File: config.mk
export PLATFORM = sky130hd
export DESIGN_NAME = cog_pin_sync
export DESIGN_NICKNAME = d
export VERILOG_FILES = /design/src/rtl/cog_pkg.sv /design/src/rtl/pin_filter_bit.sv /design/src/rtl/cog_pin_sync.sv
export SDC_FILE = /design/constraint.sdc
export NUM_CORES = 1
export LEC_CHECK = 0
export CAP_MARGIN = 20
export CORE_ASPECT_RATIO = 0.9
export CORE_MARGIN = 5
export CORE_UTILIZATION = 44
export DETAILED_ROUTE_END_ITERATION = 16
export HOLD_SLACK_MARGIN = 0.1
export PLACE_DENSITY = 0.72
export RECOVER_POWER = 50
export SLEW_MARGIN = 30
export SYNTH_ARGS = -nofsm -noshare
export SYNTH_HDL_FRONTEND = slang
export SYNTH_SLANG_ARGS = --single-unit
export TNS_END_PERCENT = 20
File: constraint.sdc
create_clock -name clk_cog -period 3.5 [get_ports clk_cog]
set_clock_uncertainty 0.1 [all_clocks]
set_input_delay 0.7 -clock clk_cog [delete_from_list [all_inputs] [get_ports clk_cog]]
set_output_delay 0.7 -clock clk_cog [all_outputs]
set_load 0.05 [all_outputs]
File: src/rtl/cog_pkg.sv
// Shared definitions for the cog pin conditioning logic: wait-engine state
// encoding, pin bus width and the masked pin-compare helper.
package cog_pkg;

    localparam int PIN_COUNT = 32;

    typedef enum logic [1:0] {
        IDLE = 2'd0,
        WAIT = 2'd1,
        DONE = 2'd2
    } wait_state_e;

    // pne=0 completes on equality, pne=1 on inequality
    function automatic logic pin_match(
        input logic [PIN_COUNT-1:0] pins,
        input logic [PIN_COUNT-1:0] mask,
        input logic [PIN_COUNT-1:0] value,
        input logic                 pne
    );
        logic eq;
        eq = ((pins & mask) == value);
        return pne ? !eq : eq;
    endfunction

endpackage

File: src/rtl/pin_filter_bit.sv
// Single-pin glitch filter: the output follows the input only after the input
// has disagreed with it for FILT_LEN consecutive samples.
module pin_filter_bit #(
    parameter int FILT_LEN = 3
) (
    input  logic clk_cog,
    input  logic nres,
    input  logic sample,
    output logic level
);

    localparam logic [3:0] CNT_LIMIT = 4'(FILT_LEN - 1);

    logic [3:0] cnt_q;
    logic       level_q;

    always_ff @(posedge clk_cog) begin
        if (!nres) begin
            cnt_q   <= '0;
            level_q <= 1'b0;
        end else if (sample != level_q) begin
            if (cnt_q == CNT_LIMIT) begin
                level_q <= sample;
                cnt_q   <= '0;
            end else begin
                cnt_q <= cnt_q + 4'd1;
            end
        end else begin
            // any agreeing sample restarts the qualification window
            cnt_q <= '0;
        end
    end

    assign level = level_q;

endmodule

File: src/rtl/cog_pin_sync.sv
// Pin input conditioning for the cog counters: synchroniser, optional glitch
// filter (PIN_GLITCH_FILTER_EN), edge pulses and the WAITPEQ/WAITPNE engine.
module cog_pin_sync
    import cog_pkg::*;
#(
    parameter int SYNC_STAGES = 2,
    parameter int FILT_LEN    = 3
) (
    input  logic                 clk_cog,
    input  logic                 nres,
    input  logic [PIN_COUNT-1:0] pin_raw,
    output logic [PIN_COUNT-1:0] pin_in,
    output logic [PIN_COUNT-1:0] pin_rise,
    output logic [PIN_COUNT-1:0] pin_fall,
    input  logic                 wait_req,
    input  logic                 wait_pne,
    input  logic [PIN_COUNT-1:0] wait_mask,
    input  logic [PIN_COUNT-1:0] wait_value,
    input  logic                 wait_abort,
    output logic                 wait_busy,
    output logic                 wait_done,
    output logic [31:0]          wait_cycles
);

    if (SYNC_STAGES < 2 || SYNC_STAGES > 4) begin : g_bad_sync
        $error("cog_pin_sync: SYNC_STAGES must be 2..4");
    end
    if (FILT_LEN < 2 || FILT_LEN > 15) begin : g_bad_filt
        $error("cog_pin_sync: FILT_LEN must be 2..15");
    end

    function automatic logic [31:0] sat_inc(input logic [31:0] v);
        return (&v) ? v : v + 32'd1;
    endfunction

    // ---- stage p0: synchroniser chain, element 0 samples the raw pins ----
    logic [SYNC_STAGES-1:0][PIN_COUNT-1:0] sync_p0;
    logic [PIN_COUNT-1:0]                  pin_in_p1;

    always_ff @(posedge clk_cog) begin
        if (!nres) begin
            sync_p0 <= '0;
        end else begin
            sync_p0 <= {sync_p0[SYNC_STAGES-2:0], pin_raw};
        end
    end

    // ---- stage p1: conditioned pin level ----
`ifdef PIN_GLITCH_FILTER_EN
    for (genvar g = 0; g < PIN_COUNT; g++) begin : g_filt
        pin_filter_bit #(
            .FILT_LEN (FILT_LEN)
        ) u_filt (
            .clk_cog (clk_cog),
            .nres    (nres),
            .sample  (sync_p0[SYNC_STAGES-1][g]),
            .level   (pin_in_p1[g])
        );
    end
`else
    assign pin_in_p1 = sync_p0[SYNC_STAGES-1];
`endif

    assign pin_in = pin_in_p1;

    // ---- stage p2: registered edge pulses ----
    logic [PIN_COUNT-1:0] prev_p2;
    logic [PIN_COUNT-1:0] rise_p2;
    logic [PIN_COUNT-1:0] fall_p2;

    always_ff @(posedge clk_cog) begin
        if (!nres) begin
            prev_p2 <= '0;
            rise_p2 <= '0;
            fall_p2 <= '0;
        end else begin
            prev_p2 <= pin_in_p1;
            rise_p2 <= pin_in_p1 & ~prev_p2;
            fall_p2 <= ~pin_in_p1 & prev_p2;
        end
    end

    assign pin_rise = rise_p2;
    assign pin_fall = fall_p2;

    // ---- wait engine ----
    wait_state_e          state_q, state_d;
    logic                 pne_q;
    logic [PIN_COUNT-1:0] mask_q;
    logic [PIN_COUNT-1:0] value_q;
    logic [31:0]          cycles_q;
    logic                 start;
    logic                 count;

    always_comb begin
        state_d = state_q;
        start   = 1'b0;
        count   = 1'b0;
        case (state_q)
            IDLE: begin
                if (wait_req && !wait_abort) begin
                    state_d = WAIT;
                    start   = 1'b1;
                end
            end
            WAIT: begin
                // abort outranks a match seen on the same edge
                if (wait_abort) begin
                    state_d = IDLE;
                end else if (pin_match(pin_in_p1, mask_q, value_q, pne_q)) begin
                    state_d = DONE;
                end else begin
                    count = 1'b1;
                end
            end
            DONE:    state_d = IDLE;
            default: state_d = IDLE;
        endcase
    end

    always_ff @(posedge clk_cog) begin
        if (!nres) begin
            state_q  <= IDLE;
            pne_q    <= 1'b0;
            mask_q   <= '0;
            value_q  <= '0;
            cycles_q <= '0;
        end else begin
            state_q <= state_d;
            if (start) begin
                pne_q    <= wait_pne;
                mask_q   <= wait_mask;
                value_q  <= wait_value;
                cycles_q <= '0;
            end else if (count) begin
                cycles_q <= sat_inc(cycles_q);
            end
        end
    end

    assign wait_busy   = (state_q == WAIT);
    assign wait_done   = (state_q == DONE);
    assign wait_cycles = cycles_q;

endmodule
; After elaboration in Yosys (flattened, before gate mapping)
; Cells that the tools add are included.
[totals]
regBits = 259
latch_bits = 0
mem_bits_rw = 0
rom_bits = 0
inputBits = 101
elab_cells = 41
n_memories = 0
[classes]
n_addsub = 1
mul = 0
div = 0
magnitude_cmp = 0
eq_ne = 5
n_shift = 0
mux = 10
bitwise_logic = 7
n_reduce_logical = 8
[op_table]
columns = op, count
row1 = bitwise AND 32 bit, 3
row2 = NOT 32 bit, 2
row3 = "adder 32 x 1 -> 32 bit, second input constant", 1
row4 = equality test 32 bit, 1
row5 = AND reduction 32 bit, 1
row6 = 2-to-1 mux 1 bit, 6
row7 = 2-to-1 mux 2 bit, 3
row8 = case mux 2 bit (2 select lines), 1
row9 = AND reduction 2 bit, 2
row10 = "inequality test 3 x 2 -> 1 bit, second input constant", 1
row11 = "equality test 2 x 1 -> 1 bit, second input constant", 1
row12 = "equality test 2 bit, second input constant", 1
row13 = zero test 1 bit, 2
row14 = zero test 2 bit, 1
row15 = "inequality test 2 bit, second input constant", 1
row16 = NOT 1 bit, 2
row17 = OR reduction 2 bit, 1
row18 = logical AND 1 bit, 1

; Depth between registers and ports, before layout
; Gate-level depths: netlist of run 1.
[logic_depth]
ltp_word = 8
depth_mapped = 11
depth_no_buf = 8

; Worst setup path after synthesis of run 1
; Ideal clock, no wire load.
[synth_timing]
path_kind = flip-flop to flip-flop
start = reg cycles_q[0], in the netlist wait_cycles[0]
end = reg cycles_q[0], in the netlist wait_cycles[0]
setup_time_ns = 0.128
t_arrival_ns = 2.652
t_required_ns = 3.272
path_slack_ns = 0.621
path_stages_with_launch = 12
n_path_buf = 3
path_cell_list = dfxtp_1 -> ha_1 -> nand3_2 -> nor4_4 -> and4_1 -> buf_6 -> nor2_2 -> mux2i_4 -> buf_6 -> buf_8 -> xor2_1 -> nor2_1
[synth_between]
elab_chain_len = 3
elab_cells_between_ends = 4
[synth_lines]
columns = item, line_no
row1 = "start, declared", cog_pin_sync.sv:91  ; logic [31:0] cycles_q;
row2 = "start signal, assigned", cog_pin_sync.sv:136  ; cycles_q <= sat_inc(cycles_q);
row3 = "parallel branches: the longest is 3 deep, another holds adder 32 x 1 -> 32 bit", n/a
; Parallel ways; which one is timed is not known.
; A chain may end at the register's enable or synchronous reset.

==> results.cfg, run 1 <==
[sta]
min_period_ns = 2.85
fin_crit_sh = 0.813
slew_headroom = -0.407
final-setup-viol-count = 0
tns_ns = 0
drv_slew = 140
hold_violations = 0
worst_pin_slew_ns = 2.11
rsz0062_at_grt = no
fmax_mhz = 351
setup_ws_ns = 0.653
fin_worst_hold_slack_ns = 0.301

[clock_network]
clk_pin_slew_ns = 0.06
cts-buffers-inserted = 26
clk_root_buffer_cell = clkbuf_16
clkLatencyLatePin_ns = 0.52
cts.sinks = 259
hold_buffers = 0
cts_tree = built
ctsResizeCount = 0
cts_setup_buffers = 0
cts_max_level = 1
cts_buffer_depth = 3

[placement]
dpl.cell_count = 1425
dpl_cell_area_mm2 = 0.0118
pre_cts_slack_ns = 0.503
numPortBuffers = 230
dp_hpwl_um = 16100
globalplace.congestion = 0.866

[run_status]
outcome = finished with violations
violations = capacitance limit, slew limit

[detailed_routing]
vias = 7257
drt_iter0_drc = 440
drt_wl_total_um = 22900
dr.pass1.iters = 6
drc = 0
avgViaCountPerCell = 4.93
antenna_left = 0
wl_per_cell_um = 15.6

[grt]
grt_max_degree = 140
grt_overflow = 0
grt_pass1_vias = 6979
grt_pass1_wl_um = 36500
grt_usage = 0.183
antenna_found_initial = 0

[floorplan]
core_area_mm2 = 0.0214
dieHeight_um = 150
io_pins = 231
die_area_mm2 = 0.0247
initial_utilization = 0.444
die_width_um = 165
row_count = 51

[setup_path]
worstPathRequired_ns = 3.85
path_class = in -> reg
crit_arrival_ns = 3.20
path_buf_inv = 2
cp_slowest_cell = clkbuf_2
cp_slowest_stage_delay_ns = 1.58
critical_path.max_fanout = 139
endpoint_kind = flop
start_kind = input pin
crit_path_cell_trace = buf_4 > clkbuf_2 > and2_0 > nor2b_1
cp_top_family = buffers and inverters

[final_layout]
diodes = 0
fillCellCount = 1902
final_cells = 1473
finalInstanceArea_mm2 = 0.0128
syn_to_final_growth_pct = 34.0
layout.nets = 1264
layout-drive-gt1-share = 0.0592

[power_and_ir_drop]
combinationalPowerShare = 0.080
p_int_w = 0.00512
switchingPower_w = 0.00149
p_per_area_mw_per_mm2 = 518
clockPowerShare = 0.451
pwr-share-seq = 0.470
power_leakage_nw = 4.88
power.share.switching = 0.225
peakVddDrop_mv = 0.353

[logic_synthesis]
syn_area_per_cell_um2 = 9.75
ys_dominant_reg_cell = dfxtp_1
synth_edf_count = 0
ys_types = 54
syn-instance-count = 976
async_flop_share = 0
synth_area_mm2 = 0.00951
yosys_register_bits = 259
synth-seq-area-share = 0.545
synthesis.nets = 1078
ys_warn_count = 0

[hold_path]
hold_path.class = reg -> reg

[job]
drv_cap = 1
-- cells in the final DEF (no fill, tap or decap), types with 5 or more instances in the layout --
master,count
clkbuf_8,5
clkdlybuf4s50_1,228
and2_1,49
or4_1,9
a21o_1,8
and2_0,51
a211oi_1,5
o21ai_0,10
nor2_1,14
nor3_1,5
a21oi_1,32
o21ai_1,6
dfxtp_1,259
nor2b_1,35
o22a_1,8
nand2_1,161
or3_1,15
nor4_1,6
and3_1,18
and3b_1,39
mux2i_1,7
nand3_1,19
nand4_1,18
a21boi_0,73
clkbuf_16,27
buf_4,5
-- cells by family after synthesis --
kind of cell	after synthesis	synth area share
mux	9	0.0109
compound gates	155	0.112
xor+xnor	5	0.00460
fa+ha+maj	1	0.00131
flops	259	0.545
simple gates	463	0.276
buf+inv	84	0.0504
-- sequential cells by signal (all words and copies together), names as in the netlist --
register and flops:
value_q 32, pin_rise 32, pne_q 1, pin_fall 32, prev_p2 32, state_q 2
sync_p0 32, wait_cycles 32, pin_in 32, mask_q 32
-- power by group through the flow --
stage / Sequential [W] / Combinational (W) / Clock (W)
finish: 0.00311 / 0.000525 / 0.00298
global route: 0.00312 / 0.000569 / 0.00319
CTS: 0.00311 / 0.000534 / 0.00306
detailed placement: 0.00317 / 0.000530 / 0
global placement: 0.00317 / 0.000525 / 0
floorplan: 0.00321 / 0.000273 / 0
-- worst reg2reg max path, stage by stage, from the launching register on --
cell	delay (ns)
dfxtp_1	0.43
ha_1	0.23
nand3_2	0.17
nor4_4	0.38
and4_1	0.50
nor2_2	0.10
mux2i_4	0.19
buf_12	0.22
o21ai_0	0.12
a21oi_1	0.15
-- cell usage after synthesis, drive strengths merged (3+ instances only) --
library cell  number  area share
nor3               6      0.0043
inv                4      0.0016
and3              18       0.012
clkbuf            39       0.015
nand4             19       0.013
mux2i              8      0.0097
a211oi             8      0.0079
nor2              15      0.0062
o211ai             4      0.0032
xor2               3      0.0028
nand2b             4      0.0026
and3b             39       0.036
a21boi            73       0.058
o21ai             16      0.0084
a21o               8      0.0063
or4                9      0.0071
nor4              10       0.010
a21oi             32       0.017
and2             100       0.066
and4               4      0.0037
o22a               8      0.0074
dfxtp            259        0.54
nand3             21       0.012
o31ai              3      0.0024
nor2b             35       0.023
buf               41       0.033
nand2            161       0.064
or3               15      0.0099
-- stage by stage --
stage                     utilization  total power [W]
final                           0.595          0.00661
after detailed placement        0.551          0.00370
after global routing            0.595          0.00688
after CTS                       0.595          0.00670
after floorplan                     -          0.00348
after global placement          0.551          0.00369
-- final timing paths --
check	endpoint	slack (ns)	startpoint	cells after the start
setup reg to reg	wait_cycles[16]$_SDFFE_PP0P_	0.82	wait_cycles[0]$_SDFFE_PP0P_	9
setup / recovery	pin_rise[3]$_SDFF_PN0_	0.65	nres	4
hold reg to reg	pin_rise[4]$_SDFF_PN0_	0.30	prev_p2[4]$_SDFF_PN0_	1
hold / removal	pin_rise[4]$_SDFF_PN0_	0.30	prev_p2[4]$_SDFF_PN0_	1
-- routing by layer --
metal,wire length (um),global-route usage,vias to the layer above
li1,-,-,3660
met1,10100,0.244,3354
met2,10500,0.295,202
met3,1660,0.0454,41
met4,616,0.0499,0
met5,0,0,-
-- cell type report --
type	count	area [um^2]	area share
well taps	291	364	0.0286
clock buffers	36	759	0.0596
multi-input cells	633	3860	0.303
repair buffers	238	2380	0.187
inverters	4	15.0	0.00118
clock inverters	12	183	0.0143
flip-flops and latches	259	5180	0.407
(Power assumes the default switching activity.)
==> run 2: changes to the inputs <==
Settings changed: PLACE_DENSITY 0.72 to 0.75.
Clock period 3.5 ns to 2.45 ns, I/O delays scaled along.
==> run 2 against run 1 <==
Compared with the run above: the flow still finishes with violations (capacitance limit, slew limit); global-route usage hardly changed; flip-flop and latch count unchanged; combinational power grew 55%; non-clock buffer count increased by 44; critical path depth up 4; via count rose by 4.1%; final area increased by 3.8%; hold slack worse by 0.12 ns; utilization increased by 2.3 points; total power is 43% higher; critical path type is now reg -> reg; critical endpoint is now wait_cycles[20]$_SDFFE_PP0P_; highest routed layer is now met5.
==> results.cfg, run 2 (same netlist as run 1, synthesis figures left out) <==
[power_and_ir_drop]
p_per_area_mw_per_mm2 = 715
peakVddDrop_mv = 0.548
power_w = 0.00946
power_leakage_nw = 5.34

[setup_path]
critical_path.max_fanout = 4
crit_path_cell_trace = nand3_1 > a211oi_2 > nand4_1 > nor4_2 > buf_4 > mux2_2 > or4_1 > nand2_1
start_kind = flop
critPathLaunch = mask_q[6]$_SDFFE_PN0P_
worstPathRequired_ns = 2.82
endpoint_kind = flop
reg2reg_slack_ns = 0.03
cp_slowest_cell = or4_1
rr_worst_depth = 8
crit_arrival_ns = 2.79
reg2reg_from = mask_q[6]$_SDFFE_PN0P_
path_class = reg -> reg
crit_end = wait_cycles[20]$_SDFFE_PP0P_
cp_slowest_stage_delay_ns = 0.46
reg2reg_to = wait_cycles[20]$_SDFFE_PP0P_

[detailed_routing]
drt_wl_total_um = 23800
dr_wl_met2_um = 11100
antenna_left = 0
drc = 0
wl_met1_um = 10200
avgViaCountPerCell = 4.98
wl_per_cell_um = 15.6
vias = 7553
wl_met3_um = 1920
dr.pass1.iters = 6
drt_iter0_drc = 353
routed.top_layer = met5

[grt]
grt_pass1_wl_um = 36500
grt_overflow = 0
antenna_found_initial = 2
grt_pass1_vias = 7143
grt_usage = 0.183
grt_max_degree = 195

[sta]
fin_worst_hold_slack_ns = 0.181
min_period_ns = 2.42
worst_pin_slew_ns = 1.64
slew_headroom = -0.0946
fin_crit_sh = 0.988
hold_violations = 0
setup_ws_ns = 0.0291
drv_slew = 195
rsz0062_at_grt = yes
final-setup-viol-count = 0
fmax_mhz = 413

[floorplan]
core_area_mm2 = 0.0214
die_width_um = 165
initial_utilization = 0.444
io_pins = 231
die_area_mm2 = 0.0247
row_count = 51
dieHeight_um = 150

[clock_network]
clkLatencyLatePin_ns = 0.53
cts_tree = built
clk_pin_slew_ns = 0.06
cts.sinks = 259
cts_setup_buffers = 0
cts_max_level = 1
clk_root_buffer_cell = clkbuf_16
hold_buffers = 0
cts_buffer_depth = 3
cts-buffers-inserted = 28

[placement]
dp_hpwl_um = 16400
numPortBuffers = 230
dpl.cell_count = 1468
globalplace.congestion = 0.873
pre_cts_slack_ns = -0.285

[final_layout]
mostFrequentLayoutCells = dfxtp_1 (227), clkdlybuf4s50_1 (208), nand2_1 (161), a21boi_0 (73), and2_0 (51)
multi_input_area_mm2 = 0.00391
layout-drive-gt1-share = 0.126
regArea_mm2 = 0.00524
syn_to_final_growth_pct = 39.1
fillCellCount = 1811
final_common_cell = dfxtp_1
layout.nets = 1310
final_cells = 1518

[run_status]
outcome = finished with violations
violations = capacitance limit, slew limit

[hold_path]
hold_depth = 2
hold_path.class = in -> reg

[job]
drv_cap = 1
==> run 2: cell types whose count changed in the layout (fill, tap and decap cells not counted), moves of 5 or more <==
cell,previous run,this run
buf_4,5,45
clkdlybuf4s50_1,228,208
dfxtp_1,259,227
dfxtp_2,0,27
dfxtp_4,0,5
dlygate4sd2_1,0,13
dlymetal6s2s_1,0,8
==> run 2: worst min-delay path by stage <==
| stage | from | endpoint | slack [ns] |
|---|---|---|---|
| after CTS | nres | state_q[1]$_SDFFE_PN0P_ | 0.13 |
| after global placement | prev_p2[21]$_SDFF_PN0_ | pin_rise[21]$_SDFF_PN0_ | 0.29 |
| final | nres | state_q[1]$_SDFFE_PN0P_ | 0.18 |
| after floorplan | prev_p2[0]$_SDFF_PN0_ | pin_rise[0]$_SDFF_PN0_ | 0.28 |
| after detailed placement | prev_p2[22]$_SDFF_PN0_ | pin_rise[22]$_SDFF_PN0_ | 0.29 |
| after global routing | nres | state_q[1]$_SDFFE_PN0P_ | 0.21 |
==> run 2: worst max-delay path: cells and delay by family (launching register included) <==
| family | cells | cell delay, ns |
|---|---|---|
| simple gates | 5 | 1.05 |
| flops | 1 | 0.37 |
| mux | 1 | 0.35 |
| compound gates | 1 | 0.29 |
| buf+inv | 1 | 0.19 |
==> run 2: cell type report <==
class,count,share of cell area
multi-input combinational,633,0.295
clock inverter,7,0.00737
tap,291,0.0275
timing repair buffer,282,0.209
clock buffer,40,0.0640
sequential,259,0.396
inverter,4,0.00113
antenna,2,0.000378
==> run 2: layer usage <==
layer  vias up  global-route usage
li1       3762                   -
met1      3519               0.231
met2       229               0.304
met3        41              0.0540
met4         2              0.0507
met5         -                   0
==> run 2: power breakdown <==
group | internal, W | total, W | switching (W)
Combinational | 0.000391 | 0.000812 | 0.000421
Clock | 0.00260 | 0.00422 | 0.00163
Sequential | 0.00435 | 0.00442 | 0.0000762
==> run 2: timing repair <==
item / in CTS / in global routing
gates resized for setup: 15 / 22
cloned: 0 / 1
setup endpoints to repair: 20 / 38
pin swaps: 0 / 10
==> run 2: per-stage QoR <==
step | setup TNS, ns | utilization | instance area, um^2
6_report | 0 | 0.617 | 13200
5_1_grt | -0.187 | 0.617 | 13200
4_1_cts | 0 | 0.614 | 13200
3_5_place_dp | -5.19 | 0.570 | 12200
3_3_place_gp | -3.55 | 0.570 | 12200
2_1_floorplan | 0 | - | 9570
==> run 3: changes to the inputs <==
Settings changed: CORE_ASPECT_RATIO 0.9 to 0.6.
==> run 3 against run 2 <==
Compared with the run above: the run ends with capacitance limit, slew limit, setup timing left; combinational power grew 0.5%; cell count shrank 0.72%; critical path depth rose by 3; hold slack improved by 0.12 ns; critical path type unchanged; largest cell class unchanged; highest routed layer is now met4.
==> results.cfg, run 3 (same netlist as run 1, synthesis figures left out) <==
[setup_path]
cp_slowest_cell = or4_1
cp_top_family = simple AND/OR/NAND/NOR gates
endpoint_kind = flop
crit_path_cell_trace = a21o_1 > a211oi_2 > buf_4 > nand4_1 > nor4_2 > buf_4 > buf_12 > mux2i_4 > buf_12 > or4_1 > a21oi_1
path_buf_inv = 4
reg2reg_slack_ns = -0.13
reg2reg_to = wait_cycles[31]$_SDFFE_PP0P_
path_class = reg -> reg
crit_arrival_ns = 2.92
worstPathRequired_ns = 2.79
rr_worst_depth = 11
start_kind = flop
reg2reg_from = pin_in[17]$_SDFF_PN0_
critical_path.max_fanout = 35
cp_slowest_stage_delay_ns = 0.41

[detailed_routing]
drc = 0
dr.pass1.iters = 5
drt_iter0_drc = 376
antenna_left = 0
vias = 7495
wl_per_cell_um = 16.5
drt_wl_total_um = 24800
avgViaCountPerCell = 4.97

[sta]
rsz0062_at_grt = yes
tns_ns = -1.75
drv_slew = 104
fmax_mhz = 387
fin_worst_hold_slack_ns = 0.301
hold_violations = 0
min_period_ns = 2.58
setup_ws_ns = -0.135
slew_headroom = -0.00940
fin_crit_sh = 1.05
final-setup-viol-count = 25
worst_pin_slew_ns = 1.51

[clock_network]
clkLatencyLatePin_ns = 0.51
clk_pin_slew_ns = 0.07
cts.sinks = 259
cts_max_level = 1
cts_buffer_depth = 3
hold_buffers = 0
clk_root_buffer_cell = clkbuf_16
cts-buffers-inserted = 24
cts_setup_buffers = 0
cts_tree = built

[placement]
dp_hpwl_um = 18500
globalplace.congestion = 0.902
dpl_cell_area_mm2 = 0.0123
numPortBuffers = 230

[run_status]
violations = capacitance limit, slew limit, setup timing
outcome = finished with violations

[hold_path]
hold_path.class = reg -> reg
worstHoldEndpoint = pin_rise[18]$_SDFF_PN0_
min_from = prev_p2[18]$_SDFF_PN0_
hold_depth = 1

[final_layout]
final_common_cell = dfxtp_1
layout.nets = 1314
layout-drive-gt1-share = 0.118
finalInstanceArea_mm2 = 0.0131
mostFrequentLayoutCells = dfxtp_1 (233), clkdlybuf4s50_1 (201), nand2_1 (161), a21boi_0 (73), buf_4 (52)
syn_to_final_growth_pct = 37.7
fillCellCount = 1796
final_util = 0.620
diodes = 0

[job]
drv_cap = 1

[grt]
grt_pass1_vias = 7176
grt_max_degree = 104
antenna_found_initial = 0
grt_overflow = 0
grt_usage = 0.194
grt_pass1_wl_um = 37900

[power_and_ir_drop]
p_per_area_mw_per_mm2 = 688
peakVddDrop_mv = 0.567
power_w = 0.00901
power_leakage_nw = 5.42

[floorplan]
die_width_um = 200
io_pins = 231
initial_utilization = 0.450
dieHeight_um = 124
core_area_mm2 = 0.0211
row_count = 41
die_area_mm2 = 0.0248
run 3: report_power, final:
group          switching [W]  internal [W]  total [W]
sequential         0.0000784       0.00434    0.00442
combinational       0.000425      0.000391   0.000816
clock                0.00154       0.00223    0.00377
total                0.00204       0.00696    0.00901
run 3: final cells by class:
type                    instances  area [um^2]  area share
flip-flops and latches        259         5230       0.399
well taps                     279          349      0.0266
clock inverters                 7         92.6     0.00707
repair buffers                290         2810       0.214
multi-input cells             633         3890       0.297
inverters                       4         15.0     0.00115
clock buffers                  35          713      0.0544
run 3: routing by layer:
metal | GRT usage | vias up | part of all wire
met5 | 0 | - | 0
met4 | 0.0377 | 0 | 0.015
met3 | 0.0624 | 32 | 0.089
met2 | 0.283 | 221 | 0.41
met1 | 0.282 | 3493 | 0.49
li1 | - | 3749 | -
run 3: worst max-delay path by stage:
stage / start / to / slack, ns / cells after the start
after floorplan: wait_cycles[5]$_SDFFE_PP0P_ / wait_cycles[0]$_SDFFE_PP0P_ / 0.005 / 10
after detailed placement: pin_in[17]$_SDFF_PN0_ / wait_cycles[21]$_SDFFE_PP0P_ / -0.39 / 11
after CTS: pin_in[17]$_SDFF_PN0_ / wait_cycles[31]$_SDFFE_PP0P_ / -0.12 / 11
after global placement: pin_in[17]$_SDFF_PN0_ / wait_cycles[21]$_SDFFE_PP0P_ / -0.49 / 11
after global routing: pin_in[17]$_SDFF_PN0_ / wait_cycles[31]$_SDFFE_PP0P_ / -0.26 / 11
final: pin_in[17]$_SDFF_PN0_ / wait_cycles[31]$_SDFFE_PP0P_ / -0.13 / 11
run 3: per-stage QoR:
step                      instances  setup slack, ns
after floorplan                 976          0.00508
after global placement         1465           -0.487
after detailed placement       1465           -0.393
after CTS                      1507           -0.123
after global routing           1507           -0.260
final                          1507           -0.135
run 3: repair_timing:
action                     CTS  global route
gates resized for setup     12            20
pin swaps                   11             0
setup endpoints to repair   42            50
